<file path="src/rtl/syn_md_pkg.sv">
// Shared constants for the sync-mode controller: state codes and parameter defaults.
package syn_md_pkg;

  typedef enum logic [1:0] {
    ST_IDLE   = 2'd0,
    ST_ARM    = 2'd1,
    ST_ACTIVE = 2'd2,
    ST_ABORT  = 2'd3
  } syn_md_state_e;

  localparam logic [2:0] EXPECT_DEF     = 3'b011;
  localparam int         DEB_CYCLES_DEF = 16;
  localparam int         ARM_CYCLES_DEF = 4;

endpackage

</file>
<file path="src/rtl/sw_debounce.sv">
// One switch input: two-flop synchronizer followed by an optional stability filter.
// The filter exists only when SYN_MD_DEBOUNCE_EN is defined; otherwise the synchronized bit passes straight through.
module sw_debounce
  import syn_md_pkg::*;
#(
  parameter int DEB_CYCLES = DEB_CYCLES_DEF
) (
  input  logic clk,
  input  logic rst,
  input  logic sw_i,
  output logic filt_o
);

  logic meta_q;
  logic sync_q;

  always_ff @(posedge clk or posedge rst) begin
    if (rst) begin
      meta_q <= 1'b0;
      sync_q <= 1'b0;
    end else begin
      meta_q <= sw_i;
      sync_q <= meta_q;
    end
  end

`ifdef SYN_MD_DEBOUNCE_EN
  localparam logic [7:0] DEB_LAST = 8'(DEB_CYCLES - 1);

  logic [7:0] cnt_q, cnt_d;
  logic       filt_q, filt_d;

  // Count consecutive cycles of disagreement; any agreement restarts from zero.
  always_comb begin
    cnt_d  = 8'd0;
    filt_d = filt_q;
    if (sync_q != filt_q) begin
      if (cnt_q >= DEB_LAST) begin
        filt_d = sync_q;
      end else begin
        cnt_d = cnt_q + 8'd1;
      end
    end
  end

  always_ff @(posedge clk or posedge rst) begin
    if (rst) begin
      cnt_q  <= 8'd0;
      filt_q <= 1'b0;
    end else begin
      cnt_q  <= cnt_d;
      filt_q <= filt_d;
    end
  end

  assign filt_o = filt_q;
`else
  logic unused_deb;
  assign unused_deb = ^8'(DEB_CYCLES);
  assign filt_o     = sync_q;
`endif

endmodule

</file>
<file path="src/rtl/syn_md_ctrl.sv">
// Sync-mode controller: filtered switch status must match EXPECT for ARM_CYCLES before sync mode is enabled.
// Debounce filters are built only when SYN_MD_DEBOUNCE_EN is defined.
module syn_md_ctrl
  import syn_md_pkg::*;
#(
  parameter int              N_SW       = 3,
  parameter logic [N_SW-1:0] EXPECT     = N_SW'(EXPECT_DEF),
  parameter int              DEB_CYCLES = DEB_CYCLES_DEF,
  parameter int              ARM_CYCLES = ARM_CYCLES_DEF
) (
  input  logic            clk,
  input  logic            rst,
  input  logic            soft_d,
  input  logic [N_SW-1:0] sw_in,
  output logic            syn_md,
  output logic [1:0]      syn_md_state,
  output logic            fault
);

  localparam logic [7:0] ARM_LAST = 8'(ARM_CYCLES);

  logic [N_SW-1:0] filt;
  logic            match;

  for (genvar g = 0; g < N_SW; g++) begin : g_sw
    sw_debounce #(
      .DEB_CYCLES(DEB_CYCLES)
    ) u_deb (
      .clk   (clk),
      .rst   (rst),
      .sw_i  (sw_in[g]),
      .filt_o(filt[g])
    );
  end

  assign match = (filt == EXPECT);

  syn_md_state_e state_q;
  logic [7:0]    arm_cnt_q;
  logic          syn_md_q;
  logic          fault_q;

  // syn_md and fault are registered alongside the state so no input reaches them combinationally.
  always_ff @(posedge clk or posedge rst) begin
    if (rst) begin
      state_q   <= ST_IDLE;
      arm_cnt_q <= 8'd0;
      syn_md_q  <= 1'b0;
      fault_q   <= 1'b0;
    end else begin
      syn_md_q <= 1'b0;
      fault_q  <= 1'b0;
      if (soft_d) begin
        state_q   <= ST_ABORT;
        arm_cnt_q <= 8'd0;
      end else begin
        case (state_q)
          ST_IDLE: begin
            if (match) begin
              state_q   <= ST_ARM;
              arm_cnt_q <= 8'd1;
            end
          end
          ST_ARM: begin
            if (!match) begin
              state_q   <= ST_IDLE;
              arm_cnt_q <= 8'd0;
            end else if (arm_cnt_q >= ARM_LAST) begin
              state_q   <= ST_ACTIVE;
              arm_cnt_q <= 8'd0;
              syn_md_q  <= 1'b1;
            end else begin
              arm_cnt_q <= arm_cnt_q + 8'd1;
            end
          end
          ST_ACTIVE: begin
            if (!match) begin
              state_q <= ST_IDLE;
              fault_q <= 1'b1;
            end else begin
              syn_md_q <= 1'b1;
            end
          end
          ST_ABORT: state_q <= ST_IDLE;
          default:  state_q <= ST_IDLE;
        endcase
      end
    end
  end

  assign syn_md       = syn_md_q;
  assign syn_md_state = state_q;
  assign fault        = fault_q;

endmodule

</file>
<file path="config.mk">
export PLATFORM = sky130hd
export DESIGN_NAME = syn_md_ctrl
export DESIGN_NICKNAME = d
export VERILOG_FILES = /design/src/rtl/syn_md_pkg.sv /design/src/rtl/sw_debounce.sv /design/src/rtl/syn_md_ctrl.sv
export SDC_FILE = /design/constraint.sdc
export NUM_CORES = 1
export LEC_CHECK = 0
export CORE_MARGIN = 1
export CORE_UTILIZATION = 47
export CTS_CLUSTER_DIAMETER = 100
export DETAILED_ROUTE_END_ITERATION = 8
export PLACE_DENSITY = 0.77
export REMOVE_ABC_BUFFERS = 1
export SLEW_MARGIN = 20
export SYNTH_ARGS = -nofsm -noshare
export SYNTH_HDL_FRONTEND = slang
export SYNTH_SLANG_ARGS = --single-unit
</file>
<file path="constraint.sdc">
create_clock -name clk -period 1.9 [get_ports clk]
set_input_delay 0.57 -clock clk [delete_from_list [all_inputs] [get_ports clk]]
set_output_delay 0.57 -clock clk [all_outputs]
set_load 0.1 [all_outputs]
</file>
== Word-level counts from Yosys, hierarchy flattened ==
Index checks and enable logic that the tools add are counted.

* Reduce and logical (&&, ||, !) cells: 4
* Add/sub/neg operators: 1
* Magnitude comparators: 1
* Mux-type cells: 19
* Equality and inequality tests: 7

{| class="wikitable"
|+ Operators by type and width
! kind !! count
|-
| $mux 8 || 4
|-
| $pmux 8 s2 || 1
|-
| $mux 2 || 5
|-
| $add 8x1->8 const B || 1
|-
| $ge 8x3->1 const B || 1
|-
| $pmux 2 s4 || 1
|-
| $mux 1 || 7
|-
| $ne 3x3->1 const B || 2
|-
| $eq 2x2->1 const B || 2
|-
| $ne 4x4->1 const B || 1
|-
| $eq 3x2->1 const B || 1
|-
| $reduce_and 3->1 || 1
|-
| $reduce_bool 3->1 || 1
|-
| $eq 2x1->1 const B || 1
|-
| $logic_not 2->1 || 1
|-
| $pmux 1 s2 || 1
|-
| $reduce_and 2->1 || 1
|}

* Input bits: 6
* Output and inout bits: 4
* Bits in registers: 18
* Word-level logic and storage cells: 42

== Depth between registers and ports, before layout ==
* Depth after elaboration: 5
* Depth in mapped cells: 6
* Mapped depth without buffers: 6

== Modules after synthesis ==
From an unflattened synthesis, not the netlist that was laid out.

* Cells, all modules: 77
* Area total of the unflattened synthesis: 878.3 µm²

{| class="wikitable"
|+ Modules (own cells, without submodules)
! module !! cells each !! area each (µm²) !! seq. area each (µm²) !! instances
|-
| syn_md_ctrl || 68 || 716.9 || 300.3 || 1
|-
| sw_debounce || 3 || 53.8 || 50.0 || 3
|}

== Worst setup path after synthesis ==
No wires, ideal clock.

* Path kind: reg2reg
* Start point: register state_q[0] (netlist: syn_md_state[0])
* End point: register arm_cnt_q[7]
* Buffers on the path: 0
* Setup time: 0.073 ns
* Clock period less this slack: 2.241 ns
* Path slack: -0.341 ns
* Cell stages (with the launch flop): 7
* Data required time: 1.827 ns
* Arrival time: 2.168 ns
* Path through: dfrtp_1 > inv_1 > ha_1 > nor2b_1 > a211oi_1 > or3_1 > a21oi_2

* Cells in the longest elaborated chain, start to end: 3
* Elaborated cells between the ends (all ways): 7
* Those cells by class: eq/ne: 2; mux: 2; reduce/logical: 3

{| class="wikitable"
|+ Ends and longest elaborated chain
! element !! RTL line !! RTL
|-
| from (decl) || syn_md_ctrl.sv:38 || <nowiki>syn_md_state_e state_q;</nowiki>
|-
| from (signal assigned) || syn_md_ctrl.sv:46 || <nowiki>state_q <= ST_IDLE;</nowiki>
|-
| from (signal assigned) || syn_md_ctrl.sv:54 || <nowiki>state_q <= ST_ABORT;</nowiki>
|-
| from (signal assigned) || syn_md_ctrl.sv:60 || <nowiki>state_q <= ST_ARM;</nowiki>
|-
| $eq 2x1->1 / $logic_not 2->1 (equally long branches) || syn_md_ctrl.sv:57 || <nowiki>case (state_q)</nowiki>
|-
| $pmux 8 s2 (tied with other cells) || syn_md_ctrl.sv:57 ||
|-
| $mux 8 / $reduce_and 2->1 (equally long branches) || n/a ||
|-
| to (signal assigned) || syn_md_ctrl.sv:73 || <nowiki>arm_cnt_q <= arm_cnt_q + 8'd1;</nowiki>
|-
| to (decl) || syn_md_ctrl.sv:39 || <nowiki>logic [7:0] arm_cnt_q;</nowiki>
|}

Parallel ways exist; a longest one is shown, timed or not.
A chain may end at the register's enable or synchronous reset.

== Worst setup path after layout ==
* Start point: register arm_cnt_q[2]
* End point: register arm_cnt_q[7]

* Cells in the longest elaborated chain, start to end: 5
* Elaborated cells between the ends (all ways): 6
* Those cells by class: add/sub: 1; order compare: 1; mux: 4

{| class="wikitable"
|+ Ends and longest elaborated chain
! element !! RTL line !! RTL
|-
| $add 8x1->8 / $ge 8x3->1 (equally long branches) || syn_md_ctrl.sv:73, syn_md_ctrl.sv:68 ||
|-
| $mux 8 (*) || syn_md_ctrl.sv:68 || <nowiki>end else if (arm_cnt_q >= ARM_LAST) begin</nowiki>
|-
| $mux 8 (*) || syn_md_ctrl.sv:65 || <nowiki>if (!match) begin</nowiki>
|-
| $pmux 8 s2 (*) || syn_md_ctrl.sv:57 ||
|-
| $mux 8 (*) || syn_md_ctrl.sv:53 || <nowiki>if (soft_d) begin</nowiki>
|}

Every way passes the cells marked *; elsewhere a longest branch is shown, timed or not.

==> flow_summary.ini <==
[outcome]
status = complete, no violations

[floorplan]
dieArea_um2 = 1932
die_w_um = 43.95
die_h_um = 43.95
core_um2 = 1577
initial_core_util_pct = 52.46
core.rowCount = 14
io-pin-count = 10

[synthesis]
synth_cell_types = 33
postSynthCellCount = 72
postSynthAreaPerCell_um2 = 11.49
ys_seq_area_share_pct = 54.46
ys_ff_latch = 18
ys_warn_count = 0
synth_area_um2 = 827.0

[timing]
relSlewSlack_pct = 71.71
slew_viol_final = 0
hold_viol = 0
rsz0062_at_grt = true
skew_ns = 0.003238
fin_crit_sh_pct = 98.39
finalSetupViolations = 0
fmax_mhz = 534.9
fin_crit_ns = 1.869
max_slew.worst_pin.slew_ns = 0.4208
holdWs_ns = 0.3563

[placed_design]
place_inst = 100
gp_congestion = 0.7775
port_buffers = 9
dp_hpwl_um = 1064
dpl_cell_area_um2 = 1002

[route]
vias = 626
wl_um = 1498
firstDrtPassIters = 6
viasPerCell = 5.962
routedWlPerCell_um = 14.27
drc = 0
ant_nets = 0
detail_route.iter0.violations = 6

[clock_tree]
cts_inserted_buffers = 3
insertion_delay_ns = 0.29
clkTransAtPathRegs_ns = 0.10
cts_root_buffer = clkbuf_4
htree_num_levels = 1
cts_max_path_buffers = 2
cts.sinks = 18
cts_tree = yes

[power_and_ir_drop]
vdd_drop_max_v = 0.0003226
cellPowerDensity_nw_per_um2 = 740.5
cellLeakagePower_nw = 0.4960

[worst_setup_path]
arrival_ns = 2.09
cp-start-kind = flop
worstRegToRegCells = 4
cp_data_required_time_ns = 2.13
crit_path_max_fanout = 4
end_kind = flop
reg2reg_slack_ns = 0.03
worstSetupPathType = reg -> reg

[grt]
grt_start_max_net_pins = 19
grt_overflow = 0
grt_antenna_before_repair = 0
grt_first_pass_wirelength_um = 2366
track_usage_pct = 17.35
grt_pass1_vias = 574

[finish]
num_antenna_cells = 0
drive_above_1_share_pct = 19.10
nNetsFinal = 101
final_util_pct = 66.35
syn_to_final_growth_pct = 26.47
fin_cells = 105
nFillCells = 122
final_cell_area_um2 = 1046

[job]
drv_cap = 0

[worst_hold_path]
hp-class = reg -> reg
worstHoldPathCells = 0
==> state kept, by name (all words and copies together) (netlist names) <==
name,count
syn_md_state,2
syn_md,1
arm_cnt_q,8
g_sw.u_deb.meta_q,3
g_sw.u_deb.filt_o,3
fault,1
==> cell families after synthesis <==
| group | Yosys count | synth area share [%] |
|---|---|---|
| buffers and inverters | 8 | 3.782 |
| flip-flops | 18 | 54.46 |
| adder cells (fa/ha/maj) | 5 | 7.564 |
| AND/OR/NAND/NOR | 26 | 19.82 |
| AO/OA/AOI/OAI | 15 | 14.37 |
==> layer usage <==
metal	track usage, %	part of all wire, %	up-vias
li1	-	-	295
met4	6.667	1.4	0
met5	0	0	-
met2	31.04	48	24
met3	5.000	3.4	6
met1	19.40	47	301
==> where the power goes <==
part	total, W	switching, W	internal (W)
clock network	0.000232	0.000115	0.000117
registers	0.000405	0.00000968	0.000395
logic	0.000138	0.0000828	0.0000553
total	0.000775	0.000208	0.000567
==> worst paths after layout <==
kind | start | end
min in group asynchronous | rst | arm_cnt_q[2]
max in group asynchronous | rst | arm_cnt_q[1]
hold reg to reg | g_sw[1].u_deb.meta_q | g_sw[1].u_deb.filt_o
setup reg to reg | arm_cnt_q[2] | arm_cnt_q[7]
hold / removal | g_sw[1].u_deb.meta_q | g_sw[1].u_deb.filt_o
setup / recovery | arm_cnt_q[2] | arm_cnt_q[7]
==> Yosys cell counts <==
cell      count  area share [%]
nor2b_1       1            0.76
o32ai_1       1             1.1
nand2b_1      2             1.5
o311a_1       1             1.2
a41oi_1       1             1.1
nor2_1        6             2.7
or3_4         1             1.4
dfrtp_1      18              54
nor3b_1       1            0.91
or3_1         1            0.76
a211o_1       2             2.1
o311ai_0      1             1.1
and3b_1       1             1.1
nor4_2        1             1.5
or4_4         1             1.4
nor3_1        1            0.60
a31oi_1       2             1.5
o41a_1        1             1.4
nand4_1       1            0.76
inv_1         7             3.2
and2_1        2             1.5
nand3_1       2             1.2
a32o_1        1             1.2
o21ai_0       1            0.60
a211oi_1      1            0.91
a21oi_1       2             1.2
and4b_1       1             1.2
nand2_1       2            0.91
ha_1          5             7.6
nand3b_1      1            0.91
clkbuf_2      1            0.60
and3_1        1            0.76
a21oi_2       1             1.1
==> layout make-up <==
class / instances / area, um2 / area share (%)
sequential: 18 / 450.4 / 43.06
tap: 16 / 20.02 / 1.914
clock buffer: 4 / 36.28 / 3.469
inverter: 7 / 26.28 / 2.512
timing repair buffer: 14 / 167.7 / 16.03
multi-input combinational: 46 / 345.3 / 33.01
==> stage by stage <==
step / power [W] / setup TNS, ns / worst slack, ns
after global routing: 0.0008129 / -0.01008 / -0.01008
final: 0.0007746 / 0 / 0.03058
after floorplan: 0.0004925 / -1.772 / -0.3412
after CTS: 0.0007820 / 0 / 0.01729
after global placement: 0.0005475 / 0 / 0.03515
after detailed placement: 0.0005501 / 0 / 0.03053
==> layout by cell type, fill, tap and decap left out, drive strengths merged <==
master | netlist | layout
a211o | 2 | 2
a211oi | 1 | 1
a21oi | 3 | 3
a31oi | 2 | 2
a32o | 1 | 1
a41oi | 1 | 1
and2 | 2 | 2
and3 | 1 | 1
and3b | 1 | 1
and4b | 1 | 1
buf | 0 | 9
clkbuf | 1 | 4
clkdlybuf4s50 | 0 | 5
dfrtp | 18 | 18
ha | 5 | 5
inv | 7 | 7
nand2 | 2 | 2
nand2b | 2 | 2
nand3 | 2 | 2
nand3b | 1 | 1
nand4 | 1 | 1
nor2 | 6 | 6
nor2b | 1 | 1
nor3 | 1 | 1
nor3b | 1 | 1
nor4 | 1 | 1
o21ai | 1 | 1
o311a | 1 | 1
o311ai | 1 | 1
o32ai | 1 | 1
o41a | 1 | 1
or3 | 2 | 2
or4 | 1 | 1
==> worst max-delay path: stages, from the launching register on <==
cell,delay (ns)
dfrtp_1,0.43
or4_4,0.55
or3_4,0.34
o41a_1,0.36
a21oi_2,0.12
==> timing repair <==
| item | CTS | global route |
|---|---|---|
| resized for setup | 0 | 0 |
| buffers inserted | 0 | 1 |
| hold buffers | 0 | 0 |
| setup endpoints to repair | 0 | 2 |
Note: power is estimated with default switching activity, not from simulation.
